**src/rtl/fp_mul_if.sv**
```systemverilog
// Operand/result handshake bundle for fp_mul_pipe.
// master: the side issuing operands and consuming results.
// slave : the multiplier itself.
interface fp_mul_if #(
    parameter int EXP_W = 8,
    parameter int MAN_W = 23
);
    localparam int W = 1 + EXP_W + MAN_W;

    logic         in_valid;
    logic         in_ready;
    logic [W-1:0] a;
    logic [W-1:0] b;
    logic         out_valid;
    logic         out_ready;
    logic [W-1:0] result;
    logic         overflow;
    logic         underflow;
    logic         exception;

    modport master (
        output in_valid, a, b, out_ready,
        input  in_ready, out_valid, result, overflow, underflow, exception
    );

    modport slave (
        input  in_valid, a, b, out_ready,
        output in_ready, out_valid, result, overflow, underflow, exception
    );
endinterface

```
**src/rtl/fp_mul_pipe.sv**
```systemverilog
// Three-stage IEEE-754-format floating-point multiplier with a single
// global stall (advance) shared by every stage.
//   S1: unpack operands and classify (zero / Inf / NaN, denormals flushed)
//   S2: mantissa multiply and biased exponent add
//   S3: normalise, optional rounding, saturate and pack with flags
// Define FP_MUL_ROUND_EN for round-to-nearest-even; without it the
// mantissa is truncated toward zero and no rounding logic is built.
module fp_mul_pipe #(
    parameter int EXP_W = 8,
    parameter int MAN_W = 23
) (
    input logic     clk,
    input logic     rst,
    fp_mul_if.slave bus
);
    localparam int W  = 1 + EXP_W + MAN_W;
    localparam int EW = EXP_W + 2;
    localparam int PW = 2 * MAN_W + 2;
`ifdef FP_MUL_ROUND_EN
    // Rounding needs every product bit for guard and sticky.
    localparam int PKW = PW;
`else
    // Truncation only ever looks at the leading MAN_W+2 product bits.
    localparam int PKW = MAN_W + 2;
`endif

    localparam logic signed [EW-1:0] BIAS    = EW'((1 << (EXP_W - 1)) - 1);
    localparam logic signed [EW-1:0] EXP_MAX = EW'((1 << EXP_W) - 1);
    localparam logic [W-1:0] QNAN = {1'b0, {EXP_W{1'b1}}, 1'b1, {(MAN_W-1){1'b0}}};

`ifdef FP_MUL_ROUND_EN
    // Round-to-nearest-even; the MSB of the return value is the carry-out.
    function automatic logic [MAN_W:0] round_rne(
        input logic [MAN_W-1:0] frac,
        input logic             guard,
        input logic             sticky
    );
        logic inc;
        inc = guard & (sticky | frac[0]);
        return {1'b0, frac} + (MAN_W+1)'(inc);
    endfunction
`endif

    // Special-case selection and exponent saturation.
    // Returns {overflow, underflow, exception, result}.
    function automatic logic [W+2:0] sat_pack(
        input logic                 sgn,
        input logic                 nan,
        input logic                 inf,
        input logic                 zero,
        input logic signed [EW-1:0] e,
        input logic [MAN_W-1:0]     f
    );
        logic ovf;
        logic unf;
        ovf = !e[EW-1] && (e >= EXP_MAX);
        unf = e[EW-1] || (e == '0);
        if (nan)
            return {3'b001, QNAN};
        else if (inf)
            return {3'b001, sgn, {EXP_W{1'b1}}, {MAN_W{1'b0}}};
        else if (zero)
            return {3'b000, sgn, {(W-1){1'b0}}};
        else if (ovf)
            return {3'b100, sgn, {EXP_W{1'b1}}, {MAN_W{1'b0}}};
        else if (unf)
            return {3'b010, sgn, {(W-1){1'b0}}};
        else
            return {3'b000, sgn, e[EXP_W-1:0], f};
    endfunction

    // Global flow control: every stage moves together.
    logic advance;
    logic out_valid_q;

    assign advance      = !out_valid_q || bus.out_ready;
    assign bus.in_ready = advance;

    // ---------------- S1 inputs: unpack / classify ----------------
    logic               sa, sb;
    logic [EXP_W-1:0]   ea, eb;
    logic [MAN_W-1:0]   fa, fb;
    logic               a_zero, b_zero, a_inf, b_inf, a_nan, b_nan;
    logic               nan_p1_d, inf_p1_d, zero_p1_d;

    assign {sa, ea, fa} = bus.a;
    assign {sb, eb, fb} = bus.b;

    // exp==0 covers both true zero and flushed denormals.
    assign a_zero = (ea == '0);
    assign b_zero = (eb == '0);
    assign a_inf  = (&ea) && (fa == '0);
    assign b_inf  = (&eb) && (fb == '0);
    assign a_nan  = (&ea) && (fa != '0);
    assign b_nan  = (&eb) && (fb != '0);

    assign nan_p1_d  = a_nan | b_nan | (a_zero & b_inf) | (a_inf & b_zero);
    assign inf_p1_d  = (a_inf | b_inf) & !nan_p1_d;
    assign zero_p1_d = (a_zero | b_zero) & !nan_p1_d & !inf_p1_d;

    logic               vld_p1_q, vld_p2_q;
    logic               sign_p1_q, nan_p1_q, inf_p1_q, zero_p1_q;
    logic [EXP_W-1:0]   ea_p1_q, eb_p1_q;
    logic [MAN_W:0]     ma_p1_q, mb_p1_q;

    // Stage valid bits; reset discards everything in flight.
    always_ff @(posedge clk or posedge rst) begin
        if (rst) begin
            vld_p1_q <= 1'b0;
            vld_p2_q <= 1'b0;
        end else if (advance) begin
            vld_p1_q <= bus.in_valid;
            vld_p2_q <= vld_p1_q;
        end
    end

    // S1 data register: sign, class and operands with hidden bit restored.
    always_ff @(posedge clk) begin
        if (advance) begin
            sign_p1_q <= sa ^ sb;
            nan_p1_q  <= nan_p1_d;
            inf_p1_q  <= inf_p1_d;
            zero_p1_q <= zero_p1_d;
            ea_p1_q   <= ea;
            eb_p1_q   <= eb;
            ma_p1_q   <= {1'b1, fa};
            mb_p1_q   <= {1'b1, fb};
        end
    end

    // ---------------- S2: multiply and exponent add ----------------
    logic [PKW-1:0]        prod_p2_d, prod_p2_q;
    logic signed [EW-1:0]  exp_p2_d, exp_p2_q;
    logic                  sign_p2_q, nan_p2_q, inf_p2_q, zero_p2_q;

    assign prod_p2_d = PKW'((PW'(ma_p1_q) * PW'(mb_p1_q)) >> (PW - PKW));
    assign exp_p2_d  = $signed({2'b00, ea_p1_q}) + $signed({2'b00, eb_p1_q}) - BIAS;

    // S2 data register: raw product and unnormalised biased exponent.
    always_ff @(posedge clk) begin
        if (advance) begin
            prod_p2_q <= prod_p2_d;
            exp_p2_q  <= exp_p2_d;
            sign_p2_q <= sign_p1_q;
            nan_p2_q  <= nan_p1_q;
            inf_p2_q  <= inf_p1_q;
            zero_p2_q <= zero_p1_q;
        end
    end

    // ---------------- S3: normalise / round / pack ----------------
    logic signed [EW-1:0]  exp_n_s3;
    logic signed [EW-1:0]  exp_f_s3;
    logic [MAN_W-1:0]      frac_f_s3;
    logic [W+2:0]          pack_s3;

    // A set product MSB means the mantissa product landed in [2,4).
    assign exp_n_s3 = exp_p2_q + $signed({{(EW-1){1'b0}}, prod_p2_q[PKW-1]});

`ifdef FP_MUL_ROUND_EN
    logic [PKW-2:0] norm_s3;
    logic [MAN_W:0] rnd_s3;

    assign norm_s3   = prod_p2_q[PKW-1] ? prod_p2_q[PKW-2:0] : {prod_p2_q[PKW-3:0], 1'b0};
    assign rnd_s3    = round_rne(norm_s3[PKW-2 -: MAN_W], norm_s3[MAN_W], |norm_s3[MAN_W-1:0]);
    assign frac_f_s3 = rnd_s3[MAN_W-1:0];
    // A rounding carry leaves the fraction at zero and bumps the exponent.
    assign exp_f_s3  = exp_n_s3 + $signed({{(EW-1){1'b0}}, rnd_s3[MAN_W]});
`else
    assign frac_f_s3 = prod_p2_q[PKW-1] ? prod_p2_q[PKW-2:1] : prod_p2_q[PKW-3:0];
    assign exp_f_s3  = exp_n_s3;
`endif

    assign pack_s3 = sat_pack(sign_p2_q, nan_p2_q, inf_p2_q, zero_p2_q, exp_f_s3, frac_f_s3);

    logic [W-1:0] result_d, result_q;
    logic         ovf_d, unf_d, exc_d;
    logic         ovf_q, unf_q, exc_q;

    assign {ovf_d, unf_d, exc_d, result_d} = pack_s3;

    // Output register: result, flags and out_valid cleared by reset.
    always_ff @(posedge clk or posedge rst) begin
        if (rst) begin
            out_valid_q <= 1'b0;
            result_q    <= '0;
            ovf_q       <= 1'b0;
            unf_q       <= 1'b0;
            exc_q       <= 1'b0;
        end else if (advance) begin
            out_valid_q <= vld_p2_q;
            result_q    <= result_d;
            ovf_q       <= ovf_d;
            unf_q       <= unf_d;
            exc_q       <= exc_d;
        end
    end

    assign bus.out_valid = out_valid_q;
    assign bus.result    = result_q;
    assign bus.overflow  = ovf_q;
    assign bus.underflow = unf_q;
    assign bus.exception = exc_q;
endmodule

```
**src/flat_wrapper.sv**
```systemverilog
// flat-port wrapper written by rule: the top's interface ports become plain ports
module fp_mul_pipe_flat 
#(
    parameter int EXP_W = 8,
    parameter int MAN_W = 23
)
  (clk, rst, bus_in_valid, bus_a, bus_b, bus_out_ready, bus_in_ready, bus_out_valid, bus_result, bus_overflow, bus_underflow, bus_exception);
  fp_mul_if #(.EXP_W(EXP_W), .MAN_W(MAN_W)) bus_i ();
  input logic clk;
  input logic rst;
  input wire logic [$bits(bus_i.in_valid)-1:0] bus_in_valid;
  input wire logic [$bits(bus_i.a)-1:0] bus_a;
  input wire logic [$bits(bus_i.b)-1:0] bus_b;
  input wire logic [$bits(bus_i.out_ready)-1:0] bus_out_ready;
  output wire logic [$bits(bus_i.in_ready)-1:0] bus_in_ready;
  output wire logic [$bits(bus_i.out_valid)-1:0] bus_out_valid;
  output wire logic [$bits(bus_i.result)-1:0] bus_result;
  output wire logic [$bits(bus_i.overflow)-1:0] bus_overflow;
  output wire logic [$bits(bus_i.underflow)-1:0] bus_underflow;
  output wire logic [$bits(bus_i.exception)-1:0] bus_exception;
  assign bus_i.in_valid = bus_in_valid;
  assign bus_i.a = bus_a;
  assign bus_i.b = bus_b;
  assign bus_i.out_ready = bus_out_ready;
  assign bus_in_ready = bus_i.in_ready;
  assign bus_out_valid = bus_i.out_valid;
  assign bus_result = bus_i.result;
  assign bus_overflow = bus_i.overflow;
  assign bus_underflow = bus_i.underflow;
  assign bus_exception = bus_i.exception;
  fp_mul_pipe #(.EXP_W(EXP_W), .MAN_W(MAN_W)) u_core (.clk(clk), .rst(rst), .bus(bus_i));
endmodule
```
**config.mk**
```make
export PLATFORM = sky130hd
export DESIGN_NAME = fp_mul_pipe_flat
export DESIGN_NICKNAME = d
export VERILOG_FILES = /design/src/rtl/fp_mul_if.sv /design/src/rtl/fp_mul_pipe.sv /design/src/flat_wrapper.sv
export SDC_FILE = /design/constraint.sdc
export NUM_CORES = 2
export LEC_CHECK = 0
export CORE_ASPECT_RATIO = 1.1
export CORE_UTILIZATION = 55
export DETAILED_ROUTE_END_ITERATION = 16
export GPL_TIMING_DRIVEN = 1
export PLACE_DENSITY = 0.69
export SLEW_MARGIN = 25
export SYNTH_ARGS = -nofsm -noshare
export SYNTH_HDL_FRONTEND = slang
export SYNTH_SLANG_ARGS = --single-unit
```
**constraint.sdc**
```tcl
create_clock -name clk -period 19 [get_ports clk]
set_clock_uncertainty 0.15 [all_clocks]
set_input_delay 3.8 -clock clk [delete_from_list [all_inputs] [get_ports clk]]
set_output_delay 3.8 -clock clk [all_outputs]
set_load 0.02 [all_outputs]
```
==> results.json <==
{
  "status": "finished, final reports clean",
  "ctsHoldBuffers": 0,
  "ios": 105,
  "yosysUniqueCellTypes": 53,
  "avgSynthCellArea_um2": 9.68,
  "synth_edf_count": 105,
  "cp_slowest_stage_delay_ns": 0.72,
  "critPathArrivalTime_ns": 5.79,
  "hold_viol": 0,
  "via_count": 16900,
  "path_clk_slew_ns": 0.06,
  "top_layer": "met4",
  "cts_buffers": 17,
  "grt_first_pass_wirelength_mm": 97.1,
  "post-route-min-period_ns": 9.74,
  "place.gp.congestion": 0.881,
  "finalSetupViolCount": 0,
  "hold_end": "u_core.nan_p2_q$_DFFE_PP_",
  "wl_met3_mm": 3.41,
  "ctsResizeCount": 0,
  "worstSkewPairLatency_ns": 0.48,
  "rows": 79,
  "dp_hpwl_mm": 46.6,
  "seq_area_frac_synth_pct": 17.3,
  "synthCells": 2454,
  "cpLargestDelayFamily": "buffers and inverters",
  "fin_crit_sh_pct": 51.2,
  "crit_chain": "clkdlybuf4s50_1 -> nor2b_2 -> buf_4 -> inv_4 -> clkdlybuf4s50_1",
  "slew_viol_final": 0,
  "timing.rr.end": "u_core.prod_p2_q[15]$_DFFE_PP_",
  "antenna_found_initial": 0,
  "hp-start": "u_core.nan_p1_q$_DFFE_PP_",
  "final_common_cell": "inv_1",
  "wl_met2_mm": 31.1,
  "fill_cells": 3530,
  "cts_sinks": 143,
  "reg2reg_from": "u_core.ma_p1_q[8]$_DFFE_PP_",
  "async_flop_share_pct": 26.6,
  "seq_area_um2": 4100,
  "drt_iter0_markers": 997,
  "max_freq_mhz": 103,
  "die-area_um2": 44000,
  "max_cap_viol_count": 0,
  "slew_headroom_pct": 26.5,
  "synth-seq-cells": 143,
  "die_w_um": 200,
  "antenna-diode-count": 0,
  "synth_area_leaders": "fa_1 41%, edfxtp_1 13%, ha_1 9.5%, inv_1 9.4%, and2_1 6.3%",
  "multi_input_area_um2": 17000,
  "cts_max_level": 4,
  "clock_path_buffers": 2,
  "syn_area_um2": 23800,
  "synth.top_cell.area_share_pct": 40.6,
  "drc_errors": 0,
  "hold_path_class": "flop to flop",
  "core-area_um2": 42400,
  "grt_max_degree": 75,
  "synth_ff_type": "edfxtp_1",
  "rr_worst_depth": 25,
  "cts_setup_buffers": 0,
  "crit_path_top_delay_cell": "clkdlybuf4s50_1",
  "whs_path_depth": 0,
  "crit_fanout": 43,
  "endpoint_kind": "primary output",
  "critPathBufInv": 4,
  "initial_core_util_pct": 56.0,
  "critPathKind": "primary input to primary output",
  "cp-start-kind": "primary input",
  "die_h_um": 220,
  "portBuffers": 104,
  "r2r_slack_ns": 10.15,
  "m1WireLength_mm": 23.2,
  "crit_required_ns": 15.05,
  "root_buffer": "clkbuf_16",
  "final.setup.tns_ns": 0,
  "worst_pin_slew_ns": 1.10,
  "grt_usage_pct": 29.4,
  "cts_tree": "yes",
  "cpMostUsedCell": "clkdlybuf4s50_1",
  "syn_nets": 3184,
  "first_global_vias": 18400,
  "final_nets": 3245,
  "overflow": 0,
  "drt_pass1_iterations": 5,
  "yosysWarningCount": 0,
  "rsz0062_at_grt": "no",
  "area_growth_pct": 9.57,
  "drive_gt1_share_pct": 3.13,
  "viasPerCell": 5.45,
  "yosysTopAreaCell": "fa_1",
  "layout_common_cells": "592 x inv_1, 482 x fa_1, 321 x nand2_1",
  "antenna_left": 0,
  "wl_per_cell_um": 19.7,
  "wl_mm": 61.0
}
==> per-stage QoR <==
| step | instance area (µm²) | worst slack [ns] | hold WS, ns | std cells | util, % |
|---|---|---|---|---|---|
| after floorplan | 23800 | 7.74 | 0.250 | 2454 | - |
| after global placement | 25400 | 9.28 | 0.254 | 3063 | 60.0 |
| after detailed placement | 25400 | 9.26 | 0.257 | 3063 | 60.0 |
| after CTS | 26000 | 9.25 | 0.272 | 3095 | 61.4 |
| after global routing | 26000 | 9.16 | 0.290 | 3095 | 61.4 |
| final | 26000 | 9.26 | 0.271 | 3095 | 61.4 |
==> state kept, by name (all words and copies together), names as in the netlist, 8 cells and up <==
register / cells
u_core.ma_p1_q: 23
u_core.ea_p1_q: 8
u_core.exp_p2_q: 10
u_core.prod_p2_q: 25
u_core.mb_p1_q: 23
u_core.bus.result: 32
u_core.eb_p1_q: 8
==> final cells by class <==
class	count	area share, %
well taps	567	2.73
inverters	595	8.59
clock inverters	12	0.447
flip-flops and latches	143	15.8
clock buffers	20	1.84
repair buffers	146	5.21
multi-input cells	1612	65.4
==> metal layers <==
metal	GRT usage, %	vias to the layer above
li1	-	7464
met1	34.5	8699
met2	51.3	541
met3	5.40	177
met4	16.0	0
met5	0	-
==> worst max path at each step <==
stage | to | depth (start not counted) | slack (ns) | startpoint
6_report | bus_in_ready | 5 | 9.26 | bus_out_ready
5_1_grt | bus_in_ready | 5 | 9.16 | bus_out_ready
4_1_cts | bus_in_ready | 5 | 9.25 | bus_out_ready
3_5_place_dp | bus_in_ready | 5 | 9.26 | bus_out_ready
3_3_place_gp | bus_in_ready | 5 | 9.28 | bus_out_ready
2_1_floorplan | bus_in_ready | 4 | 7.74 | bus_out_ready
==> cell usage after synthesis (2+ instances only) <==
cell and count:
a21o_1 13, clkinv_1 2, o22ai_1 6, nor2b_1 4, xnor2_1 26, and3_1 3, nand2_1 321, nand2b_1 4
or3_1 3, a41o_1 2, dfrtp_1 38, fa_1 482, o31ai_1 2, nand3b_1 3, o211ai_1 5, xor2_1 19
inv_1 593, nor2_1 74, ha_1 180, o21ai_0 43, nor3_1 15, nand3_1 18, clkbuf_1 103, o21bai_1 10
mux2i_1 23, and4_1 2, a211oi_1 4, nor4_1 18, a221o_1 4, edfxtp_1 105, a21oi_1 49, nand4_1 15
a221oi_1 2, a31oi_1 4, and2_1 241
==> cell families (layout without fill, tap and decap cells) <==
family	Yosys count	count (layout)	synth area share (%)
XOR/XNOR	45	45	1.66
AO/OA/AOI/OAI	157	157	4.14
flip-flops	143	143	17.3
adder cells (fa/ha/maj)	662	662	50.1
buffers and inverters	699	773	11.0
multiplexers	23	23	0.969
AND/OR/NAND/NOR	725	725	14.8
Power is left out: the tool's default activity adds up to more than one toggle a clock period on the data nets, which glitch-free logic cannot reach.
